--- src/rtl/alien_bomb_scheduler_if.sv ---
// Launch/retire bus between the bomb scheduler (master) and the bank of bomb datapaths (slave).
// Launch fields are meaningful only while launch is high.
interface alien_bomb_scheduler_if #(
    parameter int MAX_BOMBS = 2
);
    logic                 launch;
    logic [2:0]           launch_slot;
    logic [3:0]           launch_col;
    logic [1:0]           launch_row;
    logic [MAX_BOMBS-1:0] slots_busy;
    logic [MAX_BOMBS-1:0] bomb_done;

    modport master (
        output launch,
        output launch_slot,
        output launch_col,
        output launch_row,
        output slots_busy,
        input  bomb_done
    );

    modport slave (
        input  launch,
        input  launch_slot,
        input  launch_col,
        input  launch_row,
        input  slots_busy,
        output bomb_done
    );
endinterface

--- src/rtl/alien_bomb_scheduler.sv ---
// Chooses when the alien formation drops a bomb, from which column and row, and into which free slot.
// A frame counter paces attempts, an LFSR picks the starting column, and a column scan finds a live shooter.
module alien_bomb_scheduler #(
    parameter int NUM_ROWS      = 3,
    parameter int NUM_COLS      = 5,
    parameter int MAX_BOMBS     = 2,
    parameter int FIRE_INTERVAL = 40
) (
    input  logic                         clk,
    input  logic                         rst_n,
    input  logic                         frame_tick,
    input  logic                         enable,
    input  logic [NUM_ROWS*NUM_COLS-1:0] alive_matrix,
    alien_bomb_scheduler_if.master       bomb
);

    typedef enum logic [1:0] {
        IDLE,
        SEARCH,
        LAUNCH
    } state_t;

    state_t               state_q, state_d;
    logic [7:0]           cnt_q, cnt_d;
    logic [7:0]           lfsr_q, lfsr_d;
    logic [3:0]           cur_col_q, cur_col_d;
    logic [4:0]           step_q, step_d;
    logic                 launch_q, launch_d;
    logic [2:0]           slot_q, slot_d;
    logic [3:0]           col_q, col_d;
    logic [1:0]           row_q, row_d;
    logic [MAX_BOMBS-1:0] busy_q, busy_d;

    logic [3:0]           start_col;
    logic [NUM_ROWS-1:0]  cur_col_bits;
    logic                 col_alive;
    logic [1:0]           hit_row;
    logic [2:0]           free_slot;
    logic                 any_free;

    assign start_col = 4'(lfsr_q % 8'(NUM_COLS));
    assign col_alive = |cur_col_bits;
    assign any_free  = ~&busy_q;

    // Gather the column under test; the last live row found is the lowest alien on screen.
    always_comb begin
        cur_col_bits = '0;
        hit_row      = '0;
        free_slot    = '0;
        for (int c = 0; c < NUM_COLS; c++) begin
            if (cur_col_q == 4'(c)) begin
                for (int r = 0; r < NUM_ROWS; r++) begin
                    cur_col_bits[r] = alive_matrix[r*NUM_COLS + c];
                end
            end
        end
        for (int r = 0; r < NUM_ROWS; r++) begin
            if (cur_col_bits[r]) begin
                hit_row = 2'(r);
            end
        end
        for (int i = MAX_BOMBS - 1; i >= 0; i--) begin
            if (!busy_q[i]) begin
                free_slot = 3'(i);
            end
        end
    end

    always_comb begin
        lfsr_d = {lfsr_q[6:0], lfsr_q[7] ^ lfsr_q[5] ^ lfsr_q[4] ^ lfsr_q[3]};
        busy_d = busy_q & ~bomb.bomb_done;
        for (int i = 0; i < MAX_BOMBS; i++) begin
            if (launch_q && slot_q == 3'(i)) begin
                busy_d[i] = 1'b1;
            end
        end
    end

    always_comb begin
        state_d   = state_q;
        cnt_d     = cnt_q;
        cur_col_d = cur_col_q;
        step_d    = step_q;
        launch_d  = 1'b0;
        slot_d    = slot_q;
        col_d     = col_q;
        row_d     = row_q;

        if (frame_tick && enable && cnt_q != 8'd0) begin
            cnt_d = cnt_q - 8'd1;
        end

        case (state_q)
            IDLE: begin
                if (cnt_q == 8'd0 && enable && any_free) begin
                    state_d   = SEARCH;
                    cur_col_d = start_col;
                    step_d    = '0;
                end
            end
            SEARCH: begin
                // Dropping enable abandons the search but leaves the counter at zero so it resumes promptly.
                if (!enable) begin
                    state_d = IDLE;
                end else if (col_alive) begin
                    state_d  = LAUNCH;
                    launch_d = 1'b1;
                    slot_d   = free_slot;
                    col_d    = cur_col_q;
                    row_d    = hit_row;
                end else if (step_q == 5'(NUM_COLS - 1)) begin
                    state_d = IDLE;
                    cnt_d   = 8'(FIRE_INTERVAL);
                end else begin
                    cur_col_d = (cur_col_q == 4'(NUM_COLS - 1)) ? 4'd0 : cur_col_q + 4'd1;
                    step_d    = step_q + 5'd1;
                end
            end
            LAUNCH: begin
                state_d = IDLE;
                cnt_d   = 8'(FIRE_INTERVAL);
            end
            default: begin
                state_d = IDLE;
            end
        endcase
    end

    always_ff @(posedge clk or negedge rst_n) begin
        if (!rst_n) begin
            state_q   <= IDLE;
            cnt_q     <= 8'(FIRE_INTERVAL);
            lfsr_q    <= 8'hA5;
            cur_col_q <= '0;
            step_q    <= '0;
            launch_q  <= 1'b0;
            slot_q    <= '0;
            col_q     <= '0;
            row_q     <= '0;
            busy_q    <= '0;
        end else begin
            state_q   <= state_d;
            cnt_q     <= cnt_d;
            lfsr_q    <= lfsr_d;
            cur_col_q <= cur_col_d;
            step_q    <= step_d;
            launch_q  <= launch_d;
            slot_q    <= slot_d;
            col_q     <= col_d;
            row_q     <= row_d;
            busy_q    <= busy_d;
        end
    end

    assign bomb.launch      = launch_q;
    assign bomb.launch_slot = slot_q;
    assign bomb.launch_col  = col_q;
    assign bomb.launch_row  = row_q;
    assign bomb.slots_busy  = busy_q;

endmodule

--- src/flat_wrapper.sv ---
// flat-port wrapper written by rule: the top's interface ports become plain ports
module alien_bomb_scheduler_flat 
#(
    parameter int NUM_ROWS      = 3,
    parameter int NUM_COLS      = 5,
    parameter int MAX_BOMBS     = 2,
    parameter int FIRE_INTERVAL = 40
)
  (clk, rst_n, frame_tick, enable, alive_matrix, bomb_launch, bomb_launch_slot, bomb_launch_col, bomb_launch_row, bomb_slots_busy, bomb_bomb_done);
  alien_bomb_scheduler_if #(.MAX_BOMBS(MAX_BOMBS)) bomb_i ();
  input  logic clk;
  input  logic rst_n;
  input  logic frame_tick;
  input  logic enable;
  input  logic [NUM_ROWS*NUM_COLS-1:0] alive_matrix;
  output wire logic [$bits(bomb_i.launch)-1:0] bomb_launch;
  output wire logic [$bits(bomb_i.launch_slot)-1:0] bomb_launch_slot;
  output wire logic [$bits(bomb_i.launch_col)-1:0] bomb_launch_col;
  output wire logic [$bits(bomb_i.launch_row)-1:0] bomb_launch_row;
  output wire logic [$bits(bomb_i.slots_busy)-1:0] bomb_slots_busy;
  input wire logic [$bits(bomb_i.bomb_done)-1:0] bomb_bomb_done;
  assign bomb_launch = bomb_i.launch;
  assign bomb_launch_slot = bomb_i.launch_slot;
  assign bomb_launch_col = bomb_i.launch_col;
  assign bomb_launch_row = bomb_i.launch_row;
  assign bomb_slots_busy = bomb_i.slots_busy;
  assign bomb_i.bomb_done = bomb_bomb_done;
  alien_bomb_scheduler #(.NUM_ROWS(NUM_ROWS), .NUM_COLS(NUM_COLS), .MAX_BOMBS(MAX_BOMBS), .FIRE_INTERVAL(FIRE_INTERVAL)) u_core (.clk(clk), .rst_n(rst_n), .frame_tick(frame_tick), .enable(enable), .alive_matrix(alive_matrix), .bomb(bomb_i));
endmodule
--- config.mk ---
export PLATFORM = sky130hd
export DESIGN_NAME = alien_bomb_scheduler_flat
export DESIGN_NICKNAME = d
export VERILOG_FILES = /design/src/rtl/alien_bomb_scheduler_if.sv /design/src/rtl/alien_bomb_scheduler.sv /design/src/flat_wrapper.sv
export SDC_FILE = /design/constraint.sdc
export NUM_CORES = 1
export LEC_CHECK = 0
export BUFFER_PORTS_ARGS = -buffer_cell sky130_fd_sc_hd__buf_2
export CAP_MARGIN = 20
export CORE_MARGIN = 1
export CORE_UTILIZATION = 25
export DETAILED_ROUTE_END_ITERATION = 6
export PLACE_DENSITY_LB_ADDON = 0.15
export SLEW_MARGIN = 20
export SYNTH_ARGS = -nofsm -noshare
export SYNTH_HDL_FRONTEND = slang
export SYNTH_SLANG_ARGS = --single-unit
export TNS_END_PERCENT = 10
--- constraint.sdc ---
create_clock -name clk -period 4 [get_ports clk]
set_input_delay 0 -clock clk [delete_from_list [all_inputs] [get_ports clk]]
set_output_delay 0 -clock clk [all_outputs]
set_load 0.01 [all_outputs]
=== After elaboration in Yosys (flattened, before gate mapping) ===
Cells that the tools add are included.

* Input bits: 21
* Bits in registers: 39
* Logic and storage cells: 85
* Output and inout bits: 12

* Multiplexer cells: 35
* Reductions and logical operators: 18
* Eq/ne operators: 13
* Bitwise gates (word level): 5
* Divide/modulo/power cells: 1
* Add/sub/neg operators: 3

{| class="wikitable"
|+ Operators by type and width
! cell !! count
|-
| 2-to-1 mux 8 bit || 4
|-
| 2-to-1 mux 4 bit || 5
|-
| 2-to-1 mux 5 bit || 4
|-
| one-hot mux 8 bit (2 select lines) || 1
|-
| 2-to-1 mux 3 bit || 5
|-
| 2-to-1 mux 2 bit || 5
|-
| one-hot mux 5 bit (2 select lines) || 1
|-
| equality test 4 x 2 -> 1 bit (second input constant) || 2
|-
| zero test 8 bit || 1
|-
| modulo 8 x 3 -> 8 bit (second input constant) || 1
|-
| 2-to-1 mux 1 bit || 8
|-
| one-hot mux 4 bit (2 select lines) || 1
|-
| nonzero test 8 bit || 1
|-
| subtractor 8 x 1 -> 8 bit (second input constant) || 1
|-
| logical AND 1 bit || 6
|-
| != test 2 bit (second input constant) || 3
|-
| adder 5 x 1 -> 5 bit (second input constant) || 1
|-
| equality test 5 x 3 -> 1 bit (second input constant) || 1
|-
| AND reduction 5 bit || 1
|-
| adder 4 x 1 -> 4 bit (second input constant) || 1
|-
| equality test 4 x 1 -> 1 bit (second input constant) || 1
|-
| equality test 4 x 3 -> 1 bit (second input constant) || 1
|-
| zero test 4 bit || 1
|-
| != test 4 x 2 -> 1 bit (second input constant) || 1
|-
| other kinds (15) || 18
|}

=== Logic depth before layout (Yosys ltp) ===
* Depth in word-level cells: 10
* Mapped depth: 16
* Mapped depth without buffers: 14

=== Worst setup path before layout ===
No wires, ideal clock.

* Path type: flip-flop to flip-flop
* Start: register u_core.lfsr_q[5]
* End: register u_core.cur_col_q[1]
* Library setup time: 0.087 ns
* Slack: 0.667 ns
* Period minus slack after synthesis: 3.333 ns
* Stages on the path, launching flop included: 16
* Arrival: 3.246 ns
* Path buffers: 1
* Required time: 3.913 ns
* Path through: dfstp_2 buf_4 and2b_4 a21oi_2 o41a_4 nor2_1 ha_1 nor3_2 o21ai_1 mux2_2 ha_1 nand2b_1 a21o_2 mux2i_1 nand2_1 a22oi_1

* Longest elaborated chain between the ends: 3

{| class="wikitable"
|+ RTL lines
! item !! RTL line !! text
|-
| start, declared || alien_bomb_scheduler.sv:25 || <nowiki>logic [7:0] lfsr_q, lfsr_d;</nowiki>
|-
| start signal, assigned || alien_bomb_scheduler.sv:144 || <nowiki>lfsr_q <= lfsr_d;</nowiki>
|-
| modulo 8 x 3 -> 8 bit || alien_bomb_scheduler.sv:41 || <nowiki>assign start_col = 4'(lfsr_q % 8'(NUM_COLS));</nowiki>
|-
| 2-to-1 mux 4 bit || alien_bomb_scheduler.sv:95 || <nowiki>if (cnt_q == 8'd0 && enable && any_free) begin</nowiki>
|-
| one-hot mux 4 bit (2 select lines) || alien_bomb_scheduler.sv:93 || <nowiki>case (state_q)</nowiki>
|-
| end signal, assigned || alien_bomb_scheduler.sv:145 || <nowiki>cur_col_q <= cur_col_d;</nowiki>
|-
| end, declared || alien_bomb_scheduler.sv:26 || <nowiki>logic [3:0] cur_col_q, cur_col_d;</nowiki>
|}

No other way between the ends. The select of a mux whose other input is x is not followed.
A chain may end at the register's enable or synchronous reset.

=== Final worst setup path ===
* Start: register u_core.lfsr_q[4]
* End: register u_core.cur_col_q[1]

The elaborated chain is that of the path after synthesis.

==> flow_summary.yaml <==
timing:
  fin_tns_setup_ns: 0
  grt_setup_unrepaired: "false"
  max_slew.worst_pin.slew_ns: 0.877
  setup_ws_ns: 0.385
  finalHoldViolCount: 0
  remaining_max_slew_budget_at_the_tightest_pin: 0.415
  finalSetupViolations: 0
  min_period_over_period: 0.904
  maxClockFrequency_mhz: 277
  maxSlewViolCount: 0
  final_period_minus_worst_setup_slack_ns: 3.61
  worst_hold_slack_ns: 0.0595
  clock_skew_ns: 0.0124
floorplanning:
  chipWidth_microns: 106
  top_level_ports: 33
  area_of_the_core_sq_um: 10400
  fp-row-count: 37
  area_enclosed_by_the_die_boundary_sq_um: 11200
  starting_density_of_the_core: 0.259
  die-height_microns: 106
synth:
  synth_top_area_cell: "sky130_fd_sc_hd__dfrtp_1"
  post_synth.cell_area_avg_sq_um: 9.00
  synth_flop_cell: "sky130_fd_sc_hd__dfrtp_1"
  postSynth.asyncResetShare: 1.00
  postSynthRegisterBits: 37
  yosys_warnings: 0
  synth_enable_flop_cells: 0
  post_synthesis_instance_area_sq_um: 2700
  synth_sequential_area_ratio: 0.346
  netlist-cell-type-count: 70
  synthDominantCellAreaShare: 0.287
  synth_cells: 300
  yosys-top-cells-area: "sky130_fd_sc_hd__dfrtp_1 (29%), sky130_fd_sc_hd__ha_1 (6.9%), sky130_fd_sc_hd__dfstp_2 (5.8%), sky130_fd_sc_hd__nand2_1 (3.9%), sky130_fd_sc_hd__xnor2_1 (3.2%)"
cells_and_area:
  fillCellCount: 1117
  layout.cells.non_filler: 467
  syn2layout_area_growth_pct: 14.7
  antenna_cells: 0
  drive_above_1_share: 0.205
  final_util: 0.298
  num-nets-final: 366
  stdcell_area_sq_um: 3100
min_path:
  worstHoldEndpoint: "u_core.bomb.launch_row[1]$_DFFE_PN0P_"
  hold_path.startpoint: "enable"
  holdCritPathClass: "input port to register"
  holdPathStages: 2
worst_setup_path:
  worst_r2r_path_depth: 14
  worst_r2r_endpoint: "u_core.cur_col_q[1]$_DFFE_PN0P_"
  cpMostUsedCell: "sky130_fd_sc_hd__ha_1"
  timing.rr.start: "u_core.lfsr_q[4]$_DFF_PN0_"
  worst-endpoint-arrival_ns: 3.81
  minimum_setup_slack_among_reg_to_reg_paths_ns: 0.39
  critical_path_required_ns: 4.20
  timing.critical_path.cells: "nor2b_2 > and3_1 > o41a_4 > nor2_1 > ha_1 > nor3_2 > o21ai_1 > mux2_2 > ha_1 > nand2b_1 > a21o_2 > mux2i_1 > nand2_1 > a22oi_1"
  worstPathMaxFanout: 15
  worst_path_max_delay_cell: "sky130_fd_sc_hd__dfrtp_1"
  worst_path_largest_cell_delay_ns: 0.64
  timing.critical_path.from_type: "register"
  cp-end-kind: "register"
  criticalPathCategory: "register to register"
grt:
  number_of_antenna_violations_at_the_first_check_in_global_routing: 0
  top_usage_layer: "met2"
  global_route.usage.total: 0.110
  grt_max_degree: 38
  grt_util_met1: 0.148
  use_met3: 0.0282
  overflow_left_after_global_routing: 0
  first_global_vias: 2081
  grt_first_pass_wirelength_microns: 9890
  gr-usage-met2: 0.173
outcome:
  run_status: "finished, final reports clean"
clocking:
  cts.reportedPaths.clkPinSlew_ns: 0.08
  worst_skew_pair.late_latency_ns: 0.29
  cts-buffers-inserted: 5
  cts_post_setup_buffers_inserted: 0
  htree_levels: 2
  tritoncts: "yes"
  cts-root-buf: "sky130_fd_sc_hd__clkbuf_8"
  clock_sinks: 37
  cts_max_path_buffers: 2
placement:
  hpwlAfterDp_microns: 4370
  placed_cells: 456
  gpl.final_weighted_congestion: 0.736
  dpl_cell_area_sq_um: 2960
  dpl_worst_slack_ns: 0.456
  port_buffers: 30
drt:
  dr.pass1.iters: 4
  num_vias: 2180
  detailedRoute.firstIterationViolations: 54
  route.antenna.remaining_nets: 0
  post_drt_wl_per_cell_microns: 12.4
  drc: 0
  mean_number_of_vias_per_cell: 4.67
  total_detailed_routing_wirelength_microns: 5780
flow_run:
  cap_violations: 0
power:
  switching_share: 0.395
  net-switching-power_mw: 0.572
  share_comb_of_total_power: 0.418
  power.total_mw: 1.45
  intPower_mw: 0.875
  max-vdd-ir-drop_mv: 0.181
  power.static_leakage_nw: 1.36
  p_per_area_nw_per_um2: 467
  power_share_of_the_clock_group: 0.204
  seq_power_share: 0.378
[cell usage after synthesis (7+ instances only)]
master                    number
sky130_fd_sc_hd__nor3_1        8
sky130_fd_sc_hd__nor2_1       20
sky130_fd_sc_hd__a21oi_1       7
sky130_fd_sc_hd__nand2_1      28
sky130_fd_sc_hd__inv_1        20
sky130_fd_sc_hd__nand3_1      11
sky130_fd_sc_hd__xnor2_1      10
sky130_fd_sc_hd__ha_1         15
sky130_fd_sc_hd__buf_4         8
sky130_fd_sc_hd__dfrtp_1      31
sky130_fd_sc_hd__o21ai_0      17
[placed cells by master, fill, tap and decap left out, types with 3 or more instances in the layout]
cell                            instances
sky130_fd_sc_hd__nor2_1                20
sky130_fd_sc_hd__dfstp_2                6
sky130_fd_sc_hd__nor3b_1                5
sky130_fd_sc_hd__and3_1                 6
sky130_fd_sc_hd__clkbuf_8               7
sky130_fd_sc_hd__nor2b_1                6
sky130_fd_sc_hd__mux2_2                 4
sky130_fd_sc_hd__inv_1                 20
sky130_fd_sc_hd__xnor2_1               10
sky130_fd_sc_hd__a22o_1                 3
sky130_fd_sc_hd__buf_2                 30
sky130_fd_sc_hd__a21oi_1                7
sky130_fd_sc_hd__o211ai_1               4
sky130_fd_sc_hd__nand2b_1               5
sky130_fd_sc_hd__dfrtp_1               31
sky130_fd_sc_hd__a32oi_1                3
sky130_fd_sc_hd__nand3_1               11
sky130_fd_sc_hd__buf_4                  3
sky130_fd_sc_hd__o21ai_1                5
sky130_fd_sc_hd__a311oi_1               3
sky130_fd_sc_hd__o21ai_0               17
sky130_fd_sc_hd__nand2_1               28
sky130_fd_sc_hd__nor3_1                 8
sky130_fd_sc_hd__nand3b_1               5
sky130_fd_sc_hd__ha_1                  15
sky130_fd_sc_hd__dlygate4sd3_1          3
sky130_fd_sc_hd__o21a_1                 3
sky130_fd_sc_hd__and2_1                 3
sky130_fd_sc_hd__xor2_1                 6
[layer usage]
layer / wire length [microns] / share of wire / vias up
li1: - / - / 1124
met1: 2860 / 0.49 / 1021
met2: 2670 / 0.46 / 29
met3: 161 / 0.028 / 6
met4: 93 / 0.016 / 0
met5: 0 / 0 / -
[state kept, by name, summed over array words and instances, names as in the netlist]
| register | cells |
|---|---|
| u_core.bomb.launch_col | 4 |
| u_core.bomb.launch | 1 |
| u_core.cnt_q | 8 |
| u_core.step_q | 5 |
| u_core.bomb.launch_slot | 1 |
| u_core.state_q | 2 |
| u_core.bomb.launch_row | 2 |
| u_core.lfsr_q | 8 |
| u_core.bomb.slots_busy | 2 |
| u_core.cur_col_q | 4 |
[critical path, delay by kind of cell (launching register included)]
kind,cells,cell delay [ns]
AND/OR/NAND/NOR,6,0.83
adder cells (fa/ha/maj),2,0.41
multiplexers,2,0.59
AO/OA/AOI/OAI,4,1.04
flip-flops,1,0.64
[power groups by stage]
stage | Combinational, mW | Clock, mW | Sequential [mW]
2_1_floorplan | 0.443 | 0 | 0.554
3_5_place_dp | 0.610 | 0 | 0.554
3_3_place_gp | 0.614 | 0 | 0.555
5_1_grt | 0.688 | 0.330 | 0.563
6_report | 0.605 | 0.295 | 0.547
4_1_cts | 0.615 | 0.311 | 0.548
[worst max path at each step]
stage                                     startpoint                              end  slack [ns]  cells after the start
after global routing      u_core.lfsr_q[4]$_DFF_PN0_  u_core.cur_col_q[1]$_DFFE_PN0P_        0.06                     14
after global placement    u_core.lfsr_q[4]$_DFF_PN0_  u_core.cur_col_q[1]$_DFFE_PN0P_        0.55                     14
after floorplan           u_core.lfsr_q[5]$_DFF_PN1_  u_core.cur_col_q[1]$_DFFE_PN0P_        0.67                     15
after CTS                 u_core.lfsr_q[4]$_DFF_PN0_  u_core.cur_col_q[1]$_DFFE_PN0P_        0.40                     14
after detailed placement  u_core.lfsr_q[4]$_DFF_PN0_  u_core.cur_col_q[1]$_DFFE_PN0P_        0.46                     14
final                     u_core.lfsr_q[4]$_DFF_PN0_  u_core.cur_col_q[1]$_DFFE_PN0P_        0.39                     14
[cell families after synthesis]
group,Yosys count,share of synthesized area
mux,6,0.0241
compound gates,70,0.191
flops,37,0.346
simple gates,121,0.258
fa+ha+maj,15,0.0695
xor+xnor,16,0.0519
other cells,1,0.00139
buf+inv,34,0.0588
[final cells by class]
type	count	area [sq um]	share of cell area
flip-flops and latches	37	933	0.301
inverters	20	75.1	0.0242
clock inverters	1	8.76	0.00283
multi-input cells	230	1610	0.520
clock buffers	7	96.3	0.0311
well taps	136	170	0.0549
repair buffers	36	203	0.0654
[repair_timing]
item                                    4_1_cts  5_1_grt
hold endpoints to repair                     33        0
endpoints found under the setup margin        0        0
gates resized for setup                       0        0
hold buffers                                  3        0
Power figures use the tool's default switching activity.
